--- src/rtl/bpsk_tx_ctrl_if.sv ---
// Payload handshake and symbol-stream signals of the BPSK transmit frame controller.
// master = payload source / observer, slave = the controller itself.
interface bpsk_tx_ctrl_if;
  logic [7:0] din;
  logic       din_valid;
  logic       din_ready;
  logic       code;
  logic       code_en;
  logic       sym_stb;
  logic       frame_start;
  logic       frame_done;
  logic       underrun;
  logic       busy;

  modport master (
    output din, din_valid,
    input  din_ready, code, code_en, sym_stb, frame_start, frame_done, underrun, busy
  );

  modport slave (
    input  din, din_valid,
    output din_ready, code, code_en, sym_stb, frame_start, frame_done, underrun, busy
  );
endinterface

--- src/rtl/bpsk_tx_ctrl.sv ---
// BPSK transmit frame controller: preamble + FRAME_BYTES payload bytes, MSB first,
// one code bit per SPS-cycle symbol, followed by a silent guard gap.
module bpsk_tx_ctrl #(
  parameter int          SPS         = 8,
  parameter int          PRE_LEN     = 16,
  parameter logic [31:0] PRE_PATTERN = 32'h0000_AAAA,
  parameter int          FRAME_BYTES = 4,
  parameter int          GAP_SYM     = 4
) (
  input logic           clk,
  input logic           rst,
  bpsk_tx_ctrl_if.slave bus
);

  localparam int SW   = $clog2(SPS);
  localparam int BMAX = (PRE_LEN > 8) ? ((PRE_LEN > GAP_SYM) ? PRE_LEN : GAP_SYM)
                                      : ((GAP_SYM > 8) ? GAP_SYM : 8);
  localparam int BW   = $clog2(BMAX);
  localparam int AW   = $clog2(FRAME_BYTES + 1);

  localparam logic [SW-1:0] SCNT_LAST = SW'(SPS - 1);
  localparam logic [BW-1:0] PRE_LAST  = BW'(PRE_LEN - 1);
  localparam logic [BW-1:0] BIT_LAST  = BW'(7);
  localparam logic [BW-1:0] GAP_LAST  = BW'(GAP_SYM - 1);
  localparam logic [AW-1:0] FB        = AW'(FRAME_BYTES);
  localparam logic [AW-1:0] FB_LAST   = AW'(FRAME_BYTES - 1);

  typedef enum logic [1:0] {IDLE, PRE, DATA, GAP} state_t;

  state_t          state_q, state_d;
  logic [SW-1:0]   scnt_q, scnt_d;
  logic [BW-1:0]   bcnt_q, bcnt_d;
  logic [AW-1:0]   acc_cnt_q, acc_cnt_d;
  logic [AW-1:0]   byte_cnt_q, byte_cnt_d;
  logic            nbuf_v_q, nbuf_v_d;
  logic [7:0]      nbuf_q, nbuf_d;
  logic [7:0]      sreg_q, sreg_d;

  logic            code_q, code_d;
  logic            code_en_q, code_en_d;
  logic            sym_stb_q, sym_stb_d;
  logic            frame_start_q, frame_start_d;
  logic            frame_done_q, frame_done_d;
  logic            underrun_q, underrun_d;
  logic            busy_q, busy_d;

  logic            din_ready;
  logic            accept;
  logic            sym_end;
  logic [SW-1:0]   scnt_inc;
  logic            last_d;

  function automatic logic pre_bit(input logic [BW-1:0] b);
    logic [4:0] idx;
    idx = 5'(PRE_LEN - 1 - int'(b));
    return PRE_PATTERN[idx];
  endfunction

  function automatic logic [AW-1:0] acc_inc(input logic [AW-1:0] a);
    return (a >= FB) ? FB : a + 1'b1;
  endfunction

  always_comb begin
    din_ready = 1'b0;
    if (!rst) begin
      unique case (state_q)
        IDLE:      din_ready = 1'b1;
        PRE, DATA: din_ready = !nbuf_v_q && (acc_cnt_q < FB);
        default:   din_ready = 1'b0;
      endcase
    end
  end

  assign accept   = bus.din_valid && din_ready;
  assign sym_end  = (scnt_q == SCNT_LAST);
  assign scnt_inc = sym_end ? '0 : scnt_q + 1'b1;

  // Next state: state/counter registers describe the cycle currently on the outputs.
  // An abort is decided one cycle early (underrun_q is high on the byte's last cycle),
  // so the reload point simply follows that registered decision.
  always_comb begin
    state_d    = state_q;
    scnt_d     = scnt_q;
    bcnt_d     = bcnt_q;
    acc_cnt_d  = acc_cnt_q;
    byte_cnt_d = byte_cnt_q;
    nbuf_v_d   = nbuf_v_q;
    nbuf_d     = nbuf_q;
    sreg_d     = sreg_q;

    unique case (state_q)
      IDLE: begin
        if (accept) begin
          state_d    = PRE;
          scnt_d     = '0;
          bcnt_d     = '0;
          byte_cnt_d = '0;
          acc_cnt_d  = '0;
        end
      end
      PRE: begin
        scnt_d = scnt_inc;
        if (sym_end) begin
          if (bcnt_q == PRE_LAST) begin
            bcnt_d = '0;
            if (nbuf_v_q && !underrun_q) begin
              state_d  = DATA;
              sreg_d   = nbuf_q;
              nbuf_v_d = 1'b0;
            end else begin
              state_d = GAP;
            end
          end else begin
            bcnt_d = bcnt_q + 1'b1;
          end
        end
      end
      DATA: begin
        scnt_d = scnt_inc;
        if (sym_end) begin
          sreg_d = {sreg_q[6:0], 1'b0};
          if (bcnt_q == BIT_LAST) begin
            bcnt_d     = '0;
            byte_cnt_d = byte_cnt_q + 1'b1;
            if (byte_cnt_q == FB_LAST) begin
              state_d = GAP;
            end else if (nbuf_v_q && !underrun_q) begin
              sreg_d   = nbuf_q;
              nbuf_v_d = 1'b0;
            end else begin
              state_d = GAP;
            end
          end else begin
            bcnt_d = bcnt_q + 1'b1;
          end
        end
      end
      GAP: begin
        scnt_d     = scnt_inc;
        acc_cnt_d  = '0;
        byte_cnt_d = '0;
        nbuf_v_d   = 1'b0;
        if (sym_end) begin
          if (bcnt_q == GAP_LAST) begin
            state_d = IDLE;
            bcnt_d  = '0;
          end else begin
            bcnt_d = bcnt_q + 1'b1;
          end
        end
      end
      default: state_d = IDLE;
    endcase

    // A byte taken on the same cycle the buffer is unloaded wins: the buffer stays full.
    if (accept) begin
      nbuf_d    = bus.din;
      nbuf_v_d  = 1'b1;
      acc_cnt_d = acc_inc(acc_cnt_d);
    end
  end

  // Registered outputs are decoded from the next-cycle state so they line up with it.
  always_comb begin
    busy_d        = (state_d != IDLE);
    code_en_d     = (state_d == PRE) || (state_d == DATA);
    sym_stb_d     = code_en_d && (scnt_d == '0);
    frame_start_d = (state_q == IDLE) && (state_d == PRE);
    unique case (state_d)
      PRE:     code_d = pre_bit(bcnt_d);
      DATA:    code_d = sreg_d[7];
      default: code_d = 1'b0;
    endcase
    last_d = (scnt_d == SCNT_LAST) &&
             (((state_d == PRE) && (bcnt_d == PRE_LAST)) ||
              ((state_d == DATA) && (bcnt_d == BIT_LAST)));
    frame_done_d = last_d && (state_d == DATA) && (byte_cnt_d == FB_LAST);
    underrun_d   = last_d && !frame_done_d && !nbuf_v_d;
  end

  always_ff @(posedge clk or posedge rst) begin
    if (rst) begin
      state_q       <= IDLE;
      scnt_q        <= '0;
      bcnt_q        <= '0;
      acc_cnt_q     <= '0;
      byte_cnt_q    <= '0;
      nbuf_v_q      <= 1'b0;
      code_q        <= 1'b0;
      code_en_q     <= 1'b0;
      sym_stb_q     <= 1'b0;
      frame_start_q <= 1'b0;
      frame_done_q  <= 1'b0;
      underrun_q    <= 1'b0;
      busy_q        <= 1'b0;
    end else begin
      state_q       <= state_d;
      scnt_q        <= scnt_d;
      bcnt_q        <= bcnt_d;
      acc_cnt_q     <= acc_cnt_d;
      byte_cnt_q    <= byte_cnt_d;
      nbuf_v_q      <= nbuf_v_d;
      code_q        <= code_d;
      code_en_q     <= code_en_d;
      sym_stb_q     <= sym_stb_d;
      frame_start_q <= frame_start_d;
      frame_done_q  <= frame_done_d;
      underrun_q    <= underrun_d;
      busy_q        <= busy_d;
    end
  end

  // Byte storage carries no reset; nbuf_v_q and the state qualify its contents.
  always_ff @(posedge clk) begin
    nbuf_q <= nbuf_d;
    sreg_q <= sreg_d;
  end

  assign bus.din_ready   = din_ready;
  assign bus.code        = code_q;
  assign bus.code_en     = code_en_q;
  assign bus.sym_stb     = sym_stb_q;
  assign bus.frame_start = frame_start_q;
  assign bus.frame_done  = frame_done_q;
  assign bus.underrun    = underrun_q;
  assign bus.busy        = busy_q;

endmodule
--- src/flat_wrapper.sv ---
// flat-port wrapper written by rule: the top's interface ports become plain ports
module bpsk_tx_ctrl_flat 
#(
  parameter int          SPS         = 8,
  parameter int          PRE_LEN     = 16,
  parameter logic [31:0] PRE_PATTERN = 32'h0000_AAAA,
  parameter int          FRAME_BYTES = 4,
  parameter int          GAP_SYM     = 4
)
  (clk, rst, bus_din, bus_din_valid, bus_din_ready, bus_code, bus_code_en, bus_sym_stb, bus_frame_start, bus_frame_done, bus_underrun, bus_busy);
  bpsk_tx_ctrl_if bus_i ();
  input logic clk;
  input logic rst;
  input wire logic [$bits(bus_i.din)-1:0] bus_din;
  input wire logic [$bits(bus_i.din_valid)-1:0] bus_din_valid;
  output wire logic [$bits(bus_i.din_ready)-1:0] bus_din_ready;
  output wire logic [$bits(bus_i.code)-1:0] bus_code;
  output wire logic [$bits(bus_i.code_en)-1:0] bus_code_en;
  output wire logic [$bits(bus_i.sym_stb)-1:0] bus_sym_stb;
  output wire logic [$bits(bus_i.frame_start)-1:0] bus_frame_start;
  output wire logic [$bits(bus_i.frame_done)-1:0] bus_frame_done;
  output wire logic [$bits(bus_i.underrun)-1:0] bus_underrun;
  output wire logic [$bits(bus_i.busy)-1:0] bus_busy;
  assign bus_i.din = bus_din;
  assign bus_i.din_valid = bus_din_valid;
  assign bus_din_ready = bus_i.din_ready;
  assign bus_code = bus_i.code;
  assign bus_code_en = bus_i.code_en;
  assign bus_sym_stb = bus_i.sym_stb;
  assign bus_frame_start = bus_i.frame_start;
  assign bus_frame_done = bus_i.frame_done;
  assign bus_underrun = bus_i.underrun;
  assign bus_busy = bus_i.busy;
  bpsk_tx_ctrl #(.SPS(SPS), .PRE_LEN(PRE_LEN), .PRE_PATTERN(PRE_PATTERN), .FRAME_BYTES(FRAME_BYTES), .GAP_SYM(GAP_SYM)) u_core (.clk(clk), .rst(rst), .bus(bus_i));
endmodule
--- config.mk ---
export PLATFORM = sky130hd
export DESIGN_NAME = bpsk_tx_ctrl_flat
export DESIGN_NICKNAME = d
export VERILOG_FILES = /design/src/rtl/bpsk_tx_ctrl_if.sv /design/src/rtl/bpsk_tx_ctrl.sv /design/src/flat_wrapper.sv
export SDC_FILE = /design/constraint.sdc
export NUM_CORES = 1
export LEC_CHECK = 0
export ABC_AREA = 1
export CORE_UTILIZATION = 45
export CTS_CLUSTER_DIAMETER = 40
export CTS_CLUSTER_SIZE = 20
export DETAILED_ROUTE_END_ITERATION = 8
export MAX_ROUTING_LAYER = met4
export PLACE_DENSITY = 0.74
export SLEW_MARGIN = 15
export SYNTH_ARGS = -nofsm -noshare
export SYNTH_HDL_FRONTEND = slang
export SYNTH_SLANG_ARGS = --single-unit
--- constraint.sdc ---
create_clock -name clk -period 2.32 [get_ports clk]
set_clock_uncertainty 0.15 [all_clocks]
set_input_delay 0.348 -clock clk [delete_from_list [all_inputs] [get_ports clk]]
set_output_delay 0.348 -clock clk [all_outputs]
set_load 0.1 [all_outputs]
Word-level counts from Yosys, hierarchy flattened
Memories as Yosys holds them, arrays and structs flattened.
Index checks and enable logic that the tools add are counted.
{"block": "totals", "reg_bits": 39, "latchBits": 0, "mem_bits_rw": 0, "romBits": 32, "out_inout_bits": 8, "memories": 1}
{"block": "op_classes", "add_sub_neg": 5, "multipliers": 0, "n_div": 0, "order_cmp": 3, "n_eq_ne": 18, "shift": 0, "muxes": 50, "bitwise_logic": 0, "n_reduce_logical": 25}
{"name": "(name not given)", "words": 32, "word_bits": 1, "read_ports": 1, "rd_clocked_by_memory_dff": 0, "write_ports": 0, "line": "bpsk_tx_ctrl.sv:56", "text": "return PRE_PATTERN[idx];"}
{"op": "8-bit two-way mux", "count": 7}
{"op": "4-bit two-way mux", "count": 7}
{"op": "3-bit two-way mux", "count": 8}
{"op": "2-bit two-way mux", "count": 9}
{"op": "4-bit one-hot mux with 4 select lines", "count": 1}
{"op": "8-bit one-hot mux with 2 select lines", "count": 1}
{"op": "1-bit logical AND", "count": 12}
{"op": "3-bit one-hot mux with 2 select lines", "count": 2}
{"op": "1-bit two-way mux", "count": 10}
{"op": "3-bit by 1-bit adder with 3-bit output (second input constant)", "count": 3}
{"op": "3-bit one-hot mux with 3 select lines", "count": 1}
{"op": "4-bit by 3-bit equality test with 1-bit output (second input constant)", "count": 2}
{"op": "4-bit equality test (second input constant)", "count": 2}
{"op": "2-bit by 1-bit inequality test with 1-bit output (second input constant)", "count": 4}
{"op": "2-bit one-hot mux with 4 select lines", "count": 1}
{"op": "2-bit equality test (second input constant)", "count": 3}
{"op": "3-bit by 2-bit equality test with 1-bit output (second input constant)", "count": 2}
{"op": "3-bit equality test (second input constant)", "count": 2}
{"op": "5-bit by 6-bit < comparator with 1-bit output (second input constant)", "count": 1}
{"op": "5-bit AND reduction", "count": 1}
{"op": "4-bit by 4-bit subtractor with 5-bit output (first input constant)", "count": 1}
{"op": "4-bit by 1-bit adder with 4-bit output (second input constant)", "count": 1}
{"op": "2-bit by 1-bit equality test with 1-bit output (second input constant)", "count": 2}
{"op": "4-bit by 2-bit equality test with 1-bit output (second input constant)", "count": 1}
{"op": "other kinds (11)", "count": 17}

Depth between registers and ports, before layout
{"block": "depth", "depth_word": 16, "depth_mapped": 16, "mapped_depth_nobuf": 15}

Least setup slack after synthesis
OpenSTA, ideal clock, no wires.
{"block": "synth_timing", "path_type": "flip-flop to output port", "from": "register u_core.state_q[0]", "to": "output bus_din_ready", "arrival_ps": 2232, "required_time_ps": 1822, "setup_slack_ps": -410, "stages_incl_launch_ff": 7, "cell_sequence": "dfrtp_1 inv_1 ha_1 nand3_1 nand2_1 nand2_1 nor2_1"}
{"block": "synth_between", "elab_chain_cells": 4}
{"item": "start: declaration", "line": "bpsk_tx_ctrl.sv:30", "text": "state_t state_q, state_d;"}
{"item": "start signal: assignment", "line": "bpsk_tx_ctrl.sv:197", "text": "state_q <= state_d;"}
{"item": "2-bit by 1-bit equality test with 1-bit output / 2-bit equality test (equally long branches)", "line": "bpsk_tx_ctrl.sv:66", "text": "unique case (state_q)"}
{"item": "2-bit OR reduction", "line": "bpsk_tx_ctrl.sv:66"}
{"item": "1-bit one-hot mux with 2 select lines (*)", "line": "bpsk_tx_ctrl.sv:66"}
{"item": "1-bit two-way mux (*)", "line": "bpsk_tx_ctrl.sv:65", "text": "if (!rst) begin"}
{"item": "end: declaration", "line": "flat_wrapper.sv:16", "text": "output wire logic [$bits(bus_i.din_ready)-1:0] bus_din_ready;"}
Mark *: on every way between the ends. The rest lies on a longest branch, timed or not.

Worst setup path after layout
{"block": "layout_timing", "from": "register u_core.byte_cnt_q[0]", "to": "register u_core.underrun_q (netlist: u_core.bus.underrun)"}
{"block": "layout_between", "elab_chain_cells": 14}
{"item": "start: declaration", "line": "bpsk_tx_ctrl.sv:34", "text": "logic [AW-1:0] byte_cnt_q, byte_cnt_d;"}
{"item": "start signal: assignment", "line": "bpsk_tx_ctrl.sv:201", "text": "byte_cnt_q <= byte_cnt_d;"}
{"item": "3-bit by 2-bit equality test with 1-bit output (*)", "line": "bpsk_tx_ctrl.sv:125", "text": "if (byte_cnt_q == FB_LAST) begin"}
{"item": "2-bit two-way mux (*)", "line": "bpsk_tx_ctrl.sv:125"}
{"item": "2-bit two-way mux (*)", "line": "bpsk_tx_ctrl.sv:122", "text": "if (bcnt_q == BIT_LAST) begin"}
{"item": "2-bit two-way mux (*)", "line": "bpsk_tx_ctrl.sv:120", "text": "if (sym_end) begin"}
{"item": "2-bit one-hot mux with 4 select lines (*)", "line": "bpsk_tx_ctrl.sv:91", "text": "unique case (state_q)"}
{"item": "named net u_core.state_d[1]", "line": "bpsk_tx_ctrl.sv:30"}
{"item": "2-bit by 1-bit equality test with 1-bit output / 2-bit equality test (equally long branches)", "line": "bpsk_tx_ctrl.sv:175, bpsk_tx_ctrl.sv:176, bpsk_tx_ctrl.sv:177"}
{"item": "1-bit logical AND, on equally long branches", "line": "bpsk_tx_ctrl.sv:175, bpsk_tx_ctrl.sv:176"}
{"item": "1-bit logical OR", "line": "bpsk_tx_ctrl.sv:175", "text": "(((state_d == PRE) && (bcnt_d == PRE_LAST)) ||"}
{"item": "1-bit logical AND", "line": "bpsk_tx_ctrl.sv:174", "text": "last_d = (scnt_d == SCNT_LAST) &&"}
{"item": "1-bit logical AND (2 in series)", "line": "bpsk_tx_ctrl.sv:177", "text": "frame_done_d = last_d && (state_d == DATA) && (byte_cnt_d == FB_LAST);"}
{"item": "1-bit zero test", "line": "bpsk_tx_ctrl.sv:178", "text": "underrun_d = last_d && !frame_done_d && !nbuf_v_d;"}
{"item": "1-bit logical AND (*) (2 in series)", "line": "bpsk_tx_ctrl.sv:178"}
{"item": "named net u_core.underrun_d", "line": "bpsk_tx_ctrl.sv:44", "text": "logic underrun_q, underrun_d;"}
{"item": "end signal: assignment", "line": "bpsk_tx_ctrl.sv:208", "text": "underrun_q <= underrun_d;"}
{"item": "end: declaration", "line": "bpsk_tx_ctrl.sv:44"}
Mark *: on every way through the listed nets, which the timed path passes. The rest lies on a longest branch.
A chain may end at the register's enable or synchronous reset.

==> impl_metrics.csv <==
group,metric,value,unit
power_and_ir_drop,ir_drop,0.910,mV
floorplan,die_h,72.2,um
timing,fin_hold_ws,0.365,ns
status,status,"finished clean",
worst_setup_path,timing.critical_path.slowest_cell_delay,0.39,ns
worst_setup_path,cp.required,2.37,ns
global_route,use_met1,25.3,%
power_and_ir_drop,power_density,1310,nW/um^2
timing,hold_viol_final,0,
placement,postPlaceCellArea,2650,sq um
timing,finalCritPeriodShare,99.5,%
clock_network,cts_max_level,2,
logic_synthesis,synth-edff-count,15,
logic_synthesis,ys_seq_area_share,47.2,%
logic_synthesis,ys.flop_type,"dfrtp_1",
floorplan,die_width,72.2,um
clock_network,ctsHoldBuffers,0,
worst_setup_path,crit_chain,"ha_1 -> ha_1 -> nor3_2 -> nor2_1 -> o21ai_0 -> nand3_1 -> nand2_2 -> inv_1 -> ha_2 -> nor2_1 -> nor2_1 -> nand2_1 -> nor2_1",
clock_network,cts_made_buffers,5,
worst_setup_path,critPathSlowestCell,"dfrtp_1",
cells_and_area,nets,336,
floorplan,start_util,46.9,%
logic_synthesis,synth_nets,290,
routing,wire_per_inst,13.3,um
placement,io_buffers,18,
cells_and_area,syn_to_final_growth,27.6,%
cells_and_area,layout-drive-gt1-share,23.8,%
logic_synthesis,synthTopCellsByArea,"dfrtp_1 26%, edfxtp_1 20%, nand2_1 9.0%",
logic_synthesis,synth_top_family_by_area,"simple AND/OR/NAND/NOR gates",
logic_synthesis,synth_xor_area_share,0,%
floorplan,core_area,4720,sq um
placement,hpwl,3.63,mm
logic_synthesis,synth.distinct_cells,32,
routing,ant_nets,0,
worst_setup_path,worstSetupEndpointType,"flop",
cells_and_area,antenna-diode-count,0,
worst_setup_path,cp_num_buf_inv,1,
logic_synthesis,synthArstFlopShare,59.0,%
logic_synthesis,syn_area_per_cell,8.40,sq um
worst_setup_path,crit_fanout,3,
global_route,grt_busiest_layer,"met2",
placement,post-place-ws,-0.140,ns
logic_synthesis,synth_top_area_cell,"dfrtp_1",
global_route,grt_util_met3,4.31,%
routing,drc,0,
timing,worst_slack,0.0128,ns
clock_network,clk_latency,0.30,ns
worst_setup_path,start_kind,"flop",
logic_synthesis,synth_top_area_share,26.0,%
logic_synthesis,synth-simple-area-share,26.0,%
timing,setup_viol,0,
logic_synthesis,synth_compound_area_share,9.37,%
global_route,gr-total-overflow,0,
logic_synthesis,postSynthCellCount,264,
floorplan,io_pins,19,
worst_setup_path,crit_family,"simple AND/OR/NAND/NOR gates",
global_route,antenna_found_initial,0,
logic_synthesis,syn_area,2220,sq um
hold_path,hold_class,"flop to flop",
timing,worst_pin_slew,0.596,ns
routing,firstDrtPassIters,4,
worst_setup_path,crit_top_cell,"nor2_1",
timing,period_minus_slack,2.31,ns
global_route,grt_use_total,19.9,%
floorplan,dieArea,5210,sq um
logic_synthesis,yosys.area_share.adder,8.47,%
worst_setup_path,critPathKind,"flop to flop",
logic_synthesis,ys_warn_count,0,
worst_setup_path,worstPathArrival,2.35,ns
logic_synthesis,ys_seq_elements,39,
routing,routed_wl,5.03,mm
routing,avgViaCountPerCell,5.09,
floorplan,rows,25,
clock_network,clockBufferDepth,2,
logic_synthesis,ys_top_cells_by_count,"53 x nand2_1, 41 x inv_1, 24 x nor2_1",
routing,via_count,1924,
timing,clock.fmax,433,MHz
clock_network,clk_transition_reported_paths,0.08,ns
global_route,grt_pass1_wl,7.59,mm
global_route,first_global_vias,1715,
job,max-cap-violations,0,
timing,rsz0062_at_grt,"true",
routing,first_iter_violations,104,
placement,gp_congestion,0.929,
logic_synthesis,yosysMostFrequentCell,"nand2_1",
power_and_ir_drop,p_leak,1.37,nW
clock_network,root_buffer,"clkbuf_8",
timing,slew_headroom,60.1,%
clock_network,cts_tree,"yes",
cells_and_area,stdcell_area,2830,sq um
global_route,use_met2,31.4,%
global_route,grt_max_degree,24,
timing,drv_slew,0,
clock_network,clock_sinks,39,
logic_synthesis,synthMuxAreaShare,0.451,%
[area by class of cell]
class,instances,area (sq um)
clock inverters,1,6.26
inverters,44,170
flip-flops and latches,39,1050
multi-input cells,176,1060
repair buffers,44,368
well taps,67,83.8
clock buffers,7,96.3
fillers,402,1890
[sequential cells by signal, summed over array words and instances (netlist names)]
signal                  count
u_core.bus.frame_start      1
u_core.acc_cnt_q            3
u_core.bus.underrun         1
u_core.scnt_q               3
u_core.bcnt_q               4
u_core.byte_cnt_q           3
u_core.nbuf_q               8
u_core.state_q              2
u_core.bus.busy             1
u_core.bus.sym_stb          1
u_core.nbuf_v_q             1
u_core.bus.code_en          1
u_core.bus.frame_done       1
u_core.bus.code             1
u_core.sreg_q               8
[metal layers]
layer	routed length, um	vias up
li1	-	951
met1	2200	896
met2	2510	67
met3	220	10
met4	93	0
met5	0	-
[logic make-up (layout without fill, tap and decap cells)]
group | Yosys count | in the layout
DFF | 39 | 39
AOI/OAI and AO/OA | 38 | 38
and+or+nand+nor | 122 | 122
adders and majority gates | 15 | 15
muxes | 1 | 1
buffers and inverters | 49 | 96
[report_power, final]
| part | switching, mW | internal, mW |
|---|---|---|
| Clock | 0.241 | 0.271 |
| Combinational | 1.38 | 0.764 |
| Sequential | 0.0770 | 0.958 |
| Total | 1.70 | 1.99 |
[final timing paths]
kind                                                start                        endpoint  slack [ns]  cells after the start
min in group asynchronous                             rst   u_core.acc_cnt_q[2]$_DFF_PP0_        0.42                      4
setup reg to reg           u_core.byte_cnt_q[0]$_DFF_PP0_   u_core.bus.underrun$_DFF_PP0_        0.01                     13
max in group asynchronous                             rst   u_core.bus.underrun$_DFF_PP0_        1.35                      4
setup / recovery           u_core.byte_cnt_q[0]$_DFF_PP0_   u_core.bus.underrun$_DFF_PP0_        0.01                     13
hold / removal             u_core.byte_cnt_q[2]$_DFF_PP0_  u_core.byte_cnt_q[2]$_DFF_PP0_        0.37                      2
hold reg to reg            u_core.byte_cnt_q[2]$_DFF_PP0_  u_core.byte_cnt_q[2]$_DFF_PP0_        0.37                      2
[placed cells by master (no fill, tap or decap), drive strengths merged]
cell / count
nand2: 60
inv: 44
buf: 34
nor2: 26
dfrtp: 23
nand3: 23
o21ai: 18
edfxtp: 15
ha: 15
a21oi: 14
clkdlybuf4s50: 10
clkbuf: 7
nand4: 5
o22ai: 3
nor3b: 3
nor3: 3
a31oi: 2
clkinv: 1
a31o: 1
or2: 1
nor4: 1
mux2i: 1
dfxtp: 1
[per-stage QoR]
| stage | cells | setup TNS, ns | total power, mW | util [%] |
|---|---|---|---|---|
| finish | 378 | 0 | 3.69 | 59.9 |
| global route | 378 | -0.136 | 3.94 | 59.9 |
| CTS | 377 | 0 | 3.55 | 58.7 |
| detailed placement | 369 | -0.320 | 2.98 | 56.1 |
| global placement | 369 | 0 | 2.94 | 56.1 |
| floorplan | 264 | 0 | 2.31 | - |
[worst register-to-register path, cell delays in order, from the launching register on]
cell and delay (ns):
dfrtp_1 0.39, ha_1 0.22, ha_1 0.21, nor3_2 0.13, nor2_1 0.08, o21ai_0 0.19, nand3_1 0.14, nand2_2 0.15
inv_1 0.08, ha_2 0.19, nor2_1 0.10, nor2_1 0.05, nand2_1 0.08, nor2_1 0.05
[what timing repair did]
item | in CTS | in global routing
resized for setup | 5 | 13
endpoints found under the setup margin | 4 | 5
hold endpoints to repair | 0 | 0
pin swaps | 0 | 7
setup buffers | 0 | 1
Note: power is estimated with default switching activity, not from simulation.
